**src/rtl/riscv_pkg.sv**
```systemverilog
// Shared RV32 definitions used by the execute-stage blocks:
// M-extension funct3 codes, opcode/funct7 for R-type M ops and the
// multiply/divide FSM state type.
package riscv_pkg;

    localparam logic [6:0] OP_RTYPE   = 7'b0110011;
    localparam logic [6:0] F7_MULDIV  = 7'b0000001;

    localparam logic [2:0] F3_MUL     = 3'b000;
    localparam logic [2:0] F3_MULH    = 3'b001;
    localparam logic [2:0] F3_MULHSU  = 3'b010;
    localparam logic [2:0] F3_MULHU   = 3'b011;
    localparam logic [2:0] F3_DIV     = 3'b100;
    localparam logic [2:0] F3_DIVU    = 3'b101;
    localparam logic [2:0] F3_REM     = 3'b110;
    localparam logic [2:0] F3_REMU    = 3'b111;

    typedef enum logic [1:0] {
        MD_IDLE = 2'b00,
        MD_BUSY = 2'b01,
        MD_DONE = 2'b10
    } muldiv_state_t;

endpackage

```
**src/rtl/muldiv_e.sv**
```systemverilog
// Iterative radix-2 RV32M multiply/divide unit in the execute stage.
// Operands are reduced to magnitudes at start, one product/quotient bit is
// produced per BUSY cycle in a shared hi/lo register pair, and the sign
// fix-up is applied combinationally while the result is presented in DONE.
module muldiv_e
    import riscv_pkg::*;
#(
    parameter int DATA_WIDTH   = 32,
    parameter int FUNCT3_WIDTH = 3,
    parameter int CNT_WIDTH    = 6
) (
    input  logic                    CLK,
    input  logic                    RST_N,
    input  logic                    CLR,
    input  logic                    StartE,
    input  logic [FUNCT3_WIDTH-1:0] funct3E,
    input  logic [DATA_WIDTH-1:0]   SrcAE,
    input  logic [DATA_WIDTH-1:0]   SrcBE,
    output logic                    BusyE,
    output logic                    DoneE,
    output logic [DATA_WIDTH-1:0]   ResultE
);

    localparam logic [DATA_WIDTH-1:0] MIN_NEG  = {1'b1, {(DATA_WIDTH-1){1'b0}}};
    localparam logic [DATA_WIDTH-1:0] ALL_ONES = {DATA_WIDTH{1'b1}};
    localparam logic [CNT_WIDTH-1:0]  LAST_CNT = CNT_WIDTH'(DATA_WIDTH - 1);

    muldiv_state_t           state;
    logic [CNT_WIDTH-1:0]    count;
    logic [FUNCT3_WIDTH-1:0] op_q;
    logic                    sign_a_q;
    logic                    sign_b_q;
    logic                    special_q;
    logic [DATA_WIDTH-1:0]   opnd_q;   // multiplicand (MUL*) or divisor (DIV/REM) magnitude
    logic [DATA_WIDTH-1:0]   hi_q;     // product high half / partial remainder
    logic [DATA_WIDTH-1:0]   lo_q;     // multiplier->product low half / dividend->quotient

    // Start-cycle decode of the incoming operation.
    logic                  is_div;
    logic                  a_signed;
    logic                  b_signed;
    logic                  sa;
    logic                  sb;
    logic [DATA_WIDTH-1:0] a_mag;
    logic [DATA_WIDTH-1:0] b_mag;
    logic                  div_zero;
    logic                  div_ovf;

    // Classify the op in E and reduce its operands to magnitudes.
    always_comb begin
        is_div   = funct3E[2];
        a_signed = (funct3E != F3_MULHU) && (funct3E != F3_DIVU) && (funct3E != F3_REMU);
        b_signed = a_signed && (funct3E != F3_MULHSU);
        sa       = a_signed && SrcAE[DATA_WIDTH-1];
        sb       = b_signed && SrcBE[DATA_WIDTH-1];
        a_mag    = sa ? (~SrcAE + 1'b1) : SrcAE;
        b_mag    = sb ? (~SrcBE + 1'b1) : SrcBE;
        div_zero = is_div && (SrcBE == '0);
        div_ovf  = is_div && b_signed && (SrcAE == MIN_NEG) && (SrcBE == ALL_ONES);
    end

    // One iteration step of the shared datapath.
    logic [DATA_WIDTH:0]   mul_sum;
    logic [DATA_WIDTH:0]   div_shift;
    logic [DATA_WIDTH:0]   div_diff;
    logic [DATA_WIDTH-1:0] hi_step;
    logic [DATA_WIDTH-1:0] lo_step;

    // Shift-add for multiply, restoring subtract for divide.
    // NOTE: every always_comb output gets a default first so no path leaves it unassigned and no latch is inferred.
    always_comb begin
        hi_step   = hi_q;
        lo_step   = lo_q;
        mul_sum   = {1'b0, hi_q} + (lo_q[0] ? {1'b0, opnd_q} : '0);
        div_shift = {hi_q, lo_q[DATA_WIDTH-1]};
        div_diff  = div_shift - {1'b0, opnd_q};
        if (op_q[2]) begin
            if (!div_diff[DATA_WIDTH]) begin
                hi_step = div_diff[DATA_WIDTH-1:0];
                lo_step = {lo_q[DATA_WIDTH-2:0], 1'b1};
            end else begin
                hi_step = div_shift[DATA_WIDTH-1:0];
                lo_step = {lo_q[DATA_WIDTH-2:0], 1'b0};
            end
        end else begin
            hi_step = mul_sum[DATA_WIDTH:1];
            lo_step = {mul_sum[0], lo_q[DATA_WIDTH-1:1]};
        end
    end

    // FSM, iteration counter and datapath registers.
    // NOTE: sequential state uses non-blocking assignments so every register samples pre-edge values.
    // NOTE: the datapath registers are reset too, so no stale operand can ever reach ResultE after reset.
    always_ff @(posedge CLK or negedge RST_N) begin
        if (!RST_N) begin
            state     <= MD_IDLE;
            count     <= '0;
            op_q      <= '0;
            sign_a_q  <= 1'b0;
            sign_b_q  <= 1'b0;
            special_q <= 1'b0;
            opnd_q    <= '0;
            hi_q      <= '0;
            lo_q      <= '0;
        end else if (CLR) begin
            state <= MD_IDLE;
            count <= '0;
        end else begin
            case (state)
                MD_IDLE: begin
                    if (StartE) begin
                        state     <= MD_BUSY;
                        count     <= '0;
                        op_q      <= funct3E;
                        sign_a_q  <= sa;
                        sign_b_q  <= sb;
                        special_q <= div_zero || div_ovf;
                        if (div_zero) begin
                            opnd_q <= '0;
                            hi_q   <= SrcAE;
                            lo_q   <= ALL_ONES;
                        end else if (div_ovf) begin
                            opnd_q <= '0;
                            hi_q   <= '0;
                            lo_q   <= MIN_NEG;
                        end else if (is_div) begin
                            opnd_q <= b_mag;
                            hi_q   <= '0;
                            lo_q   <= a_mag;
                        end else begin
                            opnd_q <= a_mag;
                            hi_q   <= '0;
                            lo_q   <= b_mag;
                        end
                    end
                end
                MD_BUSY: begin
                    if (special_q) begin
                        state <= MD_DONE;
                    end else begin
                        hi_q  <= hi_step;
                        lo_q  <= lo_step;
                        count <= count + CNT_WIDTH'(1);
                        if (count == LAST_CNT) begin
                            state <= MD_DONE;
                        end
                    end
                end
                MD_DONE: begin
                    state <= MD_IDLE;
                    count <= '0;
                end
                default: begin
                    state <= MD_IDLE;
                    count <= '0;
                end
            endcase
        end
    end

    // Sign fix-up and result selection, visible only in DONE.
    logic [2*DATA_WIDTH-1:0] prod;
    logic [2*DATA_WIDTH-1:0] prod_fix;
    logic [DATA_WIDTH-1:0]   quo_fix;
    logic [DATA_WIDTH-1:0]   rem_fix;
    logic [DATA_WIDTH-1:0]   result;

    // Apply signs to the magnitudes and pick the half/quantity the op returns.
    always_comb begin
        prod     = {hi_q, lo_q};
        prod_fix = (sign_a_q ^ sign_b_q) ? (~prod + 1'b1) : prod;
        quo_fix  = special_q ? lo_q : ((sign_a_q ^ sign_b_q) ? (~lo_q + 1'b1) : lo_q);
        rem_fix  = special_q ? hi_q : (sign_a_q ? (~hi_q + 1'b1) : hi_q);
        case (op_q)
            F3_MUL:                        result = prod_fix[DATA_WIDTH-1:0];
            F3_MULH, F3_MULHSU, F3_MULHU:  result = prod_fix[2*DATA_WIDTH-1:DATA_WIDTH];
            F3_DIV, F3_DIVU:               result = quo_fix;
            default:                       result = rem_fix;
        endcase
    end

    // Stall request is combinational on StartE in IDLE so the start cycle already stalls.
    always_comb begin
        BusyE   = (state == MD_IDLE) ? StartE : (state == MD_BUSY);
        DoneE   = (state == MD_DONE);
        ResultE = DoneE ? result : '0;
    end

endmodule

```
**config.mk**
```make
export PLATFORM = sky130hd
export DESIGN_NAME = muldiv_e
export DESIGN_NICKNAME = d
export VERILOG_FILES = /design/src/rtl/riscv_pkg.sv /design/src/rtl/muldiv_e.sv
export SDC_FILE = /design/constraint.sdc
export NUM_CORES = 1
export LEC_CHECK = 0
export CORE_MARGIN = 10
export CORE_UTILIZATION = 50
export DETAILED_ROUTE_END_ITERATION = 8
export DONT_BUFFER_PORTS = 1
export PLACE_DENSITY = 0.74
export SLEW_MARGIN = 40
export SYNTH_ARGS = -nofsm -noshare
export SYNTH_HDL_FRONTEND = slang
export SYNTH_SLANG_ARGS = --single-unit
```
**constraint.sdc**
```tcl
create_clock -name CLK -period 3.9 [get_ports CLK]
set_clock_uncertainty 0.2 [all_clocks]
set_input_delay 0.585 -clock CLK [delete_from_list [all_inputs] [get_ports CLK]]
set_output_delay 0.585 -clock CLK [all_outputs]
set_load 0.01 [all_outputs]
```
Word level (Yosys, flattened, before mapping)
Index checks and enable logic that the tools add are counted.
{"block": "word_totals", "reg_bits": 110, "out_inout_bits": 34, "elab_cells": 100}
{"block": "classes", "n_addsub": 8, "eq_ne": 19, "muxes": 37, "n_bitwise": 7, "n_reduce_logical": 20}
{"cell": "2-to-1 mux 32 bit", "count": 22}
{"cell": "adder 32 x 1 -> 32 bit (second input constant)", "count": 4}
{"cell": "inverter 32 bit", "count": 4}
{"cell": "case mux 32 bit (2 select lines)", "count": 2}
{"cell": "case mux 32 bit (3 select lines)", "count": 1}
{"cell": "adder 64 x 1 -> 64 bit (second input constant)", "count": 1}
{"cell": "equality test 32 bit (second input constant)", "count": 2}
{"cell": "2-to-1 mux 64 bit", "count": 1}
{"cell": "inverter 64 bit", "count": 1}
{"cell": "adder 32 x 32 -> 33 bit", "count": 1}
{"cell": "subtractor 33 x 32 -> 33 bit", "count": 1}
{"cell": "logical NOT 32 bit", "count": 1}
{"cell": "2-to-1 mux 6 bit", "count": 3}
{"cell": "inequality test 3 bit (second input constant)", "count": 4}
{"cell": "case mux 6 bit (2 select lines)", "count": 1}
{"cell": "logical AND 1 bit", "count": 9}
{"cell": "2-to-1 mux 2 bit", "count": 4}
{"cell": "adder 6 x 1 -> 6 bit (second input constant)", "count": 1}
{"cell": "equality test 3 x 2 -> 1 bit (second input constant)", "count": 2}
{"cell": "equality test 3 bit (second input constant)", "count": 2}
{"cell": "equality test 6 x 5 -> 1 bit (second input constant)", "count": 1}
{"cell": "inequality test 3 x 2 -> 1 bit (second input constant)", "count": 2}
{"cell": "inequality test 2 bit (second input constant)", "count": 2}
{"cell": "inequality test 4 bit (second input constant)", "count": 1}
{"cell": "other kinds (16)", "count": 18}

Longest topological paths before layout
Gate-level depths: netlist (run 1).
{"block": "depth", "word_depth": 11, "ltp_mapped": 13}

Worst setup path after synthesis (run 1)
Ideal clock, no wire load.
{"block": "synth_path", "kind": "reg-to-output", "start": "reg lo_q[0]", "end": "out ResultE[10]", "arrival_ns": 3.309, "required_time_ns": 3.115, "setup_slack_ns": -0.194, "stages_incl_launch_ff": 13, "path_cell_list": "dfrtp_1 -> inv_1 -> buf_1 -> ha_1 -> nand2b_1 -> nor4_4 -> nand4b_4 -> or4_4 -> buf_6 -> o21ai_0 -> xnor2_1 -> nor2_1 -> a2111oi_0"}
{"block": "synth_between", "elab_chain_len": 6, "word_cells_on_any_way": 9}
{"item": "start, declared", "line": "muldiv_e.sv:36", "text": "logic [DATA_WIDTH-1:0] lo_q;"}
{"item": "start signal, assigned", "line": "muldiv_e.sv:129", "text": "lo_q <= a_mag;"}
{"item": "start signal, assigned", "line": "muldiv_e.sv:133", "text": "lo_q <= b_mag;"}
{"item": "start signal, assigned", "line": "muldiv_e.sv:142", "text": "lo_q <= lo_step;"}
{"item": "inverter 32 bit", "line": "muldiv_e.sv:172", "text": "quo_fix = special_q ? lo_q : ((sign_a_q ^ sign_b_q) ? (~lo_q + 1'b1) : lo_q);"}
{"item": "adder 32 x 1 -> 32 bit", "line": "muldiv_e.sv:172"}
{"item": "2-to-1 mux 32 bit (2 in series)", "line": "muldiv_e.sv:172"}
{"item": "case mux 32 bit (3 select lines) (*)", "line": "muldiv_e.sv:174", "text": "case (op_q)"}
{"item": "2-to-1 mux 32 bit (*)", "line": "muldiv_e.sv:186", "text": "ResultE = DoneE ? result : '0;"}
{"item": "end, declared", "line": "muldiv_e.sv:21", "text": "output logic [DATA_WIDTH-1:0] ResultE"}
Every way passes the cells marked *; elsewhere a longest branch is shown, timed or not.

Worst setup path after layout (run 1)
{"block": "layout_path", "start": "reg lo_q[22]", "end": "out ResultE[14]"}
{"block": "layout_between", "elab_chain_len": 5}
{"item": "inverter 64 bit", "line": "muldiv_e.sv:171", "text": "prod_fix = (sign_a_q ^ sign_b_q) ? (~prod + 1'b1) : prod;"}
{"item": "adder 64 x 1 -> 64 bit", "line": "muldiv_e.sv:171"}
{"item": "2-to-1 mux 64 bit", "line": "muldiv_e.sv:171"}
{"item": "case mux 32 bit (3 select lines)", "line": "muldiv_e.sv:174"}
{"item": "2-to-1 mux 32 bit", "line": "muldiv_e.sv:186"}
Every way passes these cells.

==> metrics.md, run 1 <==
| Metric | Value |
|---|---|
| WS Path Type | `flop to output pin` |
| NetSw | `6310 uW` |
| Ys async rst share | `1.00` |
| Final Hold Viols | `0` |
| Fin crit share | `1.04` |
| Logic pwr share | `0.740` |
| Switching Fraction | `0.550` |
| FF+latch count, synth | `110` |
| Area delta synth->final | `15.7%` |
| First-pass GRT wire length | `100,000 um` |
| Int Pwr | `5170 uW` |
| Num rows | `62` |
| Slack of the critical path | `-0.158 ns` |
| CTS sink cnt | `110` |
| CP bufs+invs | `3` |
| Routed vias/inst | `6.94` |
| Antenna-violating nets left | `0` |
| Total gr overflow | `0` |
| Rel. slew slack | `0.417` |
| Die area | `36,600 um2` |
| Initial drt markers | `2,617` |
| Post-synth cell types | `88` |
| I/O Pins | `105` |
| Non-filler instance count after layout | `2,507` |
| Most numerous cell in the Yosys netlist | `nand2_1` |
| Port bufs | `0` |
| Post-synthesis mux area share | `0.0352` |
| N_diodes | `0` |
| Initial antenna violation count | `0` |
| Overall global routing resource usage | `0.356` |
| Worst-Skew Late Latency | `0.37 ns` |
| Core Region | `28,900 um2` |
| Largest net degree at the start of global routing | `111` |
| Share of cells above drive strength 1 | `0.158` |
| Total wire length | `67,800 um` |
| Outcome | `finished with violations` |
| Fmax | `0.246 GHz` |
| Vias in the first global route | `16.1k` |
| Wire length per cell | `27.0 um` |
| Pwr dens | `677 nW/um2` |
| DR DRC count | `0` |
| Worst hold path type | `primary input to flop` |
| Clk pin slew, worst setup/hold paths | `0.08 ns` |
| Maximum fanout along the worst path | `6` |
| Cell taking the most area after synthesis | `dfrtp_1` |
| Leakage power | `0.00695 uW` |
| Largest family of logic cells by synthesized area | `compound AO/OA/AOI/OAI gates` |
| Max stage delay cell, worst path | `or4_4` |
| XOR/XNOR Fraction of Synth Area | `0.101` |
| Post-layout nets | `2,261` |
| CTS buffer count | `9` |
| Simple-gate share of the synthesized area | `0.242` |
| Setup crit end kind | `output pin` |
| CTS tree | `done` |
| Initial Utilization | `0.508` |
| Post-DP Area | `16,100 um2` |
| Cell count after synthesis | `2,048` |
| Post-route cell area | `17,000 um2` |
| WP data required | `3.12 ns` |
| CP Launch Type | `flop` |
| Peak supply drop | `374 uV` |
| Post-synthesis sequential area ratio | `0.188` |
| Clk network pwr share | `0.089` |
| Top post-synthesis cells by count | `nand2_1, a21oi_1, nor2_1` |
| Tightest Pin Transition | `0.874 ns` |
| Via count | `17.4k` |
| Max-slew violations | `0` |
| Arrival time of the worst setup path | `3.27 ns` |
| Primary FF master, synth | `dfrtp_1` |
| Synth area leaders | `dfrtp_1, a21oi_1, ha_1` |
| Slowest stage delay, CP | `0.51 ns` |
| Cells after DPL | `2,477` |
| Synth Area in Compound Gates | `0.316` |
| Max-capacitance violation count | `0` |
| Final Critical Period | `4.06 ns` |
| Synth top area share | `0.188` |
| CTS Buffer Depth | `2` |
| Post-synth EDFFs | `0` |
| Setup TNS | `-0.452 ns` |
| CTS H-tree depth | `3` |
| Root Driver | `clkbuf_16` |
| Flop pwr share | `0.171` |
| Post-synthesis adder-cell area fraction | `0.0625` |
| Final Util | `0.588` |
| Mapped Avg Cell Area | `7.16 um2` |
| Delay-heaviest family, CP | `simple AND/OR/NAND/NOR gates` |
| Syn nets | `2,191` |
| DP HPWL | `52,800 um` |
| GPL Wtd Cong | `1.05` |
| Failing checks | `setup timing` |
| Drt first pass iters | `6` |
| Post-Syn Area | `14,700 um2` |
| Yosys warnings | `0` |
| Die height | `191 um` |
| RSZ-0062 raised after global routing | `yes` |
| Worst-path cell chain | `or3_4 -> or4_4 -> nand4b_4 -> or4_4 -> buf_4 -> buf_6 -> o21ai_4 -> xnor2_2 -> o221ai_2 -> a21oi_1 -> buf_4` |
| Final setup fails | `7` |
| Die X | `191 um` |
## registers in the layout (all words and copies together), names as in the netlist
register   flops
sign_b_q       1
sign_a_q       1
op_q           3
special_q      1
hi_q          32
lo_q          32
opnd_q        32
count          6
state          2
## worst reg2reg max path, stage by stage (launching register included)
cell	delay (ns)
dfrtp_1	0.52
ha_1	0.45
a21oi_1	0.47
o21ai_0	0.28
a211oi_1	0.32
o31ai_1	0.18
o21ai_1	0.20
nand2_1	0.27
buf_12	0.25
o41ai_1	0.39
o21a_1	0.18
## worst paths after layout
kind	startpoint	to	slack (ns)	cells after the start
hold / removal	CLR	count[1]	0.07	1
hold reg to reg	opnd_q[15]	opnd_q[15]	0.29	2
setup reg to reg	hi_q[22]	hi_q[17]	0.12	10
min in group asynchronous	RST_N	opnd_q[12]	0.57	2
max in group asynchronous	RST_N	opnd_q[21]	2.36	2
setup / recovery	lo_q[22]	ResultE[14]	-0.16	11
## power groups by stage
| stage | Sequential (uW) | Combinational, uW | Clock, uW |
|---|---|---|---|
| finish | 1960 | 8500 | 1020 |
| global route | 1990 | 9080 | 1060 |
| CTS | 1910 | 8050 | 1020 |
| detailed placement | 1920 | 7940 | 0 |
| global placement | 1900 | 7870 | 0 |
| floorplan | 1690 | 5330 | 0 |
## logic make-up (layout without fill, tap and decap cells)
logic type | after synthesis | in the layout
fa+ha+maj | 72 | 72
xor+xnor | 169 | 169
mux | 51 | 51
simple gates | 723 | 723
buf+inv | 211 | 286
flops | 110 | 110
compound gates | 712 | 712
## through the flow
| step | hold WS (ns) | power (uW) | setup slack [ns] |
|---|---|---|---|
| after detailed placement | 0.0944 | 9860 | -0.0302 |
| after global routing | 0.0667 | 12100 | -0.221 |
| after CTS | 0.0698 | 11000 | -0.195 |
| after global placement | 0.0950 | 9770 | -0.273 |
| final | 0.0737 | 11500 | -0.158 |
| after floorplan | 0.0894 | 7020 | 0.0327 |
## per-layer routing
metal / vias up / wire [um] / GRT usage
met2: 1183 / 29800 / 0.542
met5: - / 0 / 0
met3: 202 / 7160 / 0.0583
met4: 0 / 4270 / 0.203
met1: 8284 / 26500 / 0.468
li1: 7738 / - / -
## cells in the final DEF, fill, tap and decap left out, drive strengths merged, types with 16 or more instances in the layout
cell type / count
buf: 205
o211ai: 24
dfrtp: 110
o221ai: 19
o31ai: 31
nor3: 62
nand3: 37
a21oi: 207
a221oi: 16
a211oi: 50
or3: 23
o21ai: 152
a21o: 31
xnor2: 86
inv: 67
a31oi: 37
mux2i: 46
nor4: 35
nand2b: 18
nor2: 205
ha: 70
nand2: 227
xor2: 83
nand4: 29
## area by class of cell
type | instances | area [um2]
timing repair buffer | 206 | 1630
clock buffer | 10 | 229
sequential | 110 | 2760
inverter | 64 | 240
tap | 384 | 480
clock inverter | 6 | 76.3
fill | 2769 | 11900
multi-input combinational | 1727 | 11500
## what timing repair did
| action | 4_1_cts | 5_1_grt |
|---|---|---|
| hold buffers | 2 | 0 |
| resized for setup | 23 | 61 |
| pin swaps | 22 | 30 |
| setup endpoints to repair | 21 | 38 |
| buffers inserted | 4 | 9 |
| endpoints found under the hold margin | 110 | 0 |
(Power assumes the default switching activity.)
==> run 2: changes to the inputs <==
--- a/config.mk
+++ b/config.mk
@@ -7,6 +7,8 @@
 export LEC_CHECK = 0
 export CORE_MARGIN = 10
 export CORE_UTILIZATION = 50
+export CTS_BUF_LIST = sky130_fd_sc_hd__clkbuf_8
+export CTS_CLUSTER_DIAMETER = 60
 export DETAILED_ROUTE_END_ITERATION = 8
 export DONT_BUFFER_PORTS = 1
 export PLACE_DENSITY = 0.74
==> run 2 against run 1 <==
The run still ends with setup timing left. Routed wire length grew 0.29%. Total power shrank 1.8%. Flip-flop and latch count is the same. Highest routed layer is now met5.
==> metrics.md, run 2 (same netlist as run 1, synthesis figures left out) <==
| Metric | Value |
|---|---|
| Num rows | `62 (unchanged)` |
| Arrival time of the worst setup path | `3.37 ns (+0.10 ns)` |
| Die X | `191 um (unchanged)` |
| Max-capacitance violation count | `0 (unchanged)` |
| Setup TNS | `-2.87 ns (-2.42 ns)` |
| I/O Pins | `105 (unchanged)` |
| Commonest non-fill, non-tap cell in the layout | `nand2_1` |
| CTS tree | `done` |
| CTS sink cnt | `110 (unchanged)` |
| Root Driver | `clkbuf_8` |
| Worst-Skew Late Latency | `0.42 ns (+0.05 ns)` |
| Total gr overflow | `0 (unchanged)` |
| N_diodes | `0 (unchanged)` |
| Largest regs | `hi_q (32), lo_q (32), opnd_q (32)` |
| Final Util | `0.588 (about the same)` |
| Post-route cell area | `17,000 um2 (about the same)` |
| DR DRC count | `0 (unchanged)` |
| CTS buffer count | `9 (unchanged)` |
| CTS Buffer Depth | `2 (unchanged)` |
| Outcome | `finished with violations` |
| Port bufs | `0 (unchanged)` |
| Routed vias/inst | `6.97 (+0.35%)` |
| Area delta synth->final | `15.7% (about the same)` |
| Vias in the first global route | `16.1k (+0.056%)` |
| Tightest Pin Transition | `0.881 ns (+0.00705 ns)` |
| Fin crit share | `1.06 (+0.0244)` |
| GPL Wtd Cong | `1.05 (unchanged)` |
| RSZ-0062 raised after global routing | `yes` |
| Overall global routing resource usage | `0.356 (+0.000398)` |
| Largest net degree at the start of global routing | `111 (unchanged)` |
| Drt first pass iters | `6 (unchanged)` |
| Clk pin slew, worst setup/hold paths | `0.13 ns (+0.05 ns)` |
| Final Hold Viols | `0 (unchanged)` |
| Setup crit end kind | `output pin` |
| Share of cells above drive strength 1 | `0.169 (+0.0104)` |
| Post-DP Area | `16,100 um2 (unchanged)` |
| Die height | `191 um (unchanged)` |
| Core Region | `28,900 um2 (unchanged)` |
| Min Hold Slack | `0.0227 ns (-0.0511 ns)` |
| Fmax | `0.241 GHz (-2.3%)` |
| Total wire length | `68,000 um (+0.29%)` |
| Peak supply drop | `383 uV (+2.3%)` |
| DP HPWL | `52,800 um (unchanged)` |
| Post-layout nets | `2,267 (+0.27%)` |
| Most frequent cells in the layout | `nand2_1, buf_4, a21oi_1` |
| Rel. slew slack | `0.413 (-0.00470)` |
| Maximum fanout along the worst path | `6 (unchanged)` |
| Final Critical Period | `4.15 ns (+0.0952 ns)` |
| DP Worst Slack | `-0.0302 ns (unchanged)` |
| Initial Utilization | `0.508 (unchanged)` |
| CTS H-tree depth | `3 (unchanged)` |
| Leakage power | `0.00696 uW (about the same)` |
| Slack of the critical path | `-0.253 ns (-0.0952 ns)` |
| Failing checks | `setup timing` |
| Pwr dens | `665 nW/um2 (-1.8%)` |
| Antenna-violating nets left | `0 (unchanged)` |
| Via count | `17.5k (+0.59%)` |
| Final setup fails | `20 (+13)` |
| First-pass GRT wire length | `100,000 um (+0.32%)` |
| Die area | `36,600 um2 (unchanged)` |
| WP data required | `3.12 ns (about the same)` |
| Max-slew violations | `0 (unchanged)` |
| CP Launch Type | `flop` |
| Initial antenna violation count | `1 (+1)` |
| Initial drt markers | `2,581 (-1.4%)` |
| WS Path Type | `flop to output pin` |
| Worst hold path type | `primary input to flop` |
| Wire length per cell | `27.0 um (about the same)` |
[run 2: cell count changes in the layout (fill, tap and decap cells not counted), sizes merged]
cell / change
buf: +6
inv: +1
clkbuf: -1
[run 2: metrics by stage]
stage / cells / power [uW]
2_1_floorplan: 2048 / 7020
3_3_place_gp: 2477 / 9770
3_5_place_dp: 2477 / 9860
4_1_cts: 2500 / 10800
5_1_grt: 2513 / 11900
6_report: 2513 / 11300
[run 2: cell type report]
cell class	count	area, um2
Fill cell	2767	11900
Multi-Input combinational cell	1727	11600
Inverter	64	240
Tap cell	384	480
Sequential cell	110	2760
Clock buffer	9	124
Clock inverter	7	80.1
Timing Repair Buffer	212	1690
[run 2: worst max-delay path, cell delays in order (launching register included)]
cell and delay [ns]:
dfrtp_1 0.40, or4_4 0.56, or4_4 0.45, nor4_4 0.41, buf_6 0.19, a31oi_1 0.09, xnor2_1 0.21, a2111oi_2 0.44
buf_4 0.19
[run 2: per-layer routing]
metal / vias to the layer above / global-route usage / routed length [um]
met2: 1184 / 0.543 / 29800
met1: 8355 / 0.466 / 26600
li1: 7751 / - / -
met5: - / 0 / 12
met4: 2 / 0.202 / 4490
met3: 217 / 0.0618 / 7040
[run 2: final timing paths]
path | depth (start not counted) | endpoint | start | slack [ns]
worst max-delay path | 8 | ResultE[31] | lo_q[26] | -0.25
worst min register to register | 2 | opnd_q[15] | opnd_q[15] | 0.30
min in group asynchronous | 2 | opnd_q[12] | RST_N | 0.53
worst max register to register | 10 | hi_q[31] | hi_q[19] | 0.18
max in group asynchronous | 2 | lo_q[0] | RST_N | 2.40
worst min-delay path | 1 | count[1] | CLR | 0.02
[run 2: what timing repair did]
item,4_1_cts,5_1_grt
hold endpoints to repair,110,0
buffers inserted,5,13
gates resized for setup,34,74
pin swaps,30,36
hold buffers,2,0
endpoints found under the setup margin,26,39
[run 2: power by group]
part	switching, uW	internal [uW]	leakage [uW]	total [uW]
combinational	5320	3210	0.00550	8530
clock	490	308	0.000108	797
sequential	507	1450	0.00135	1960
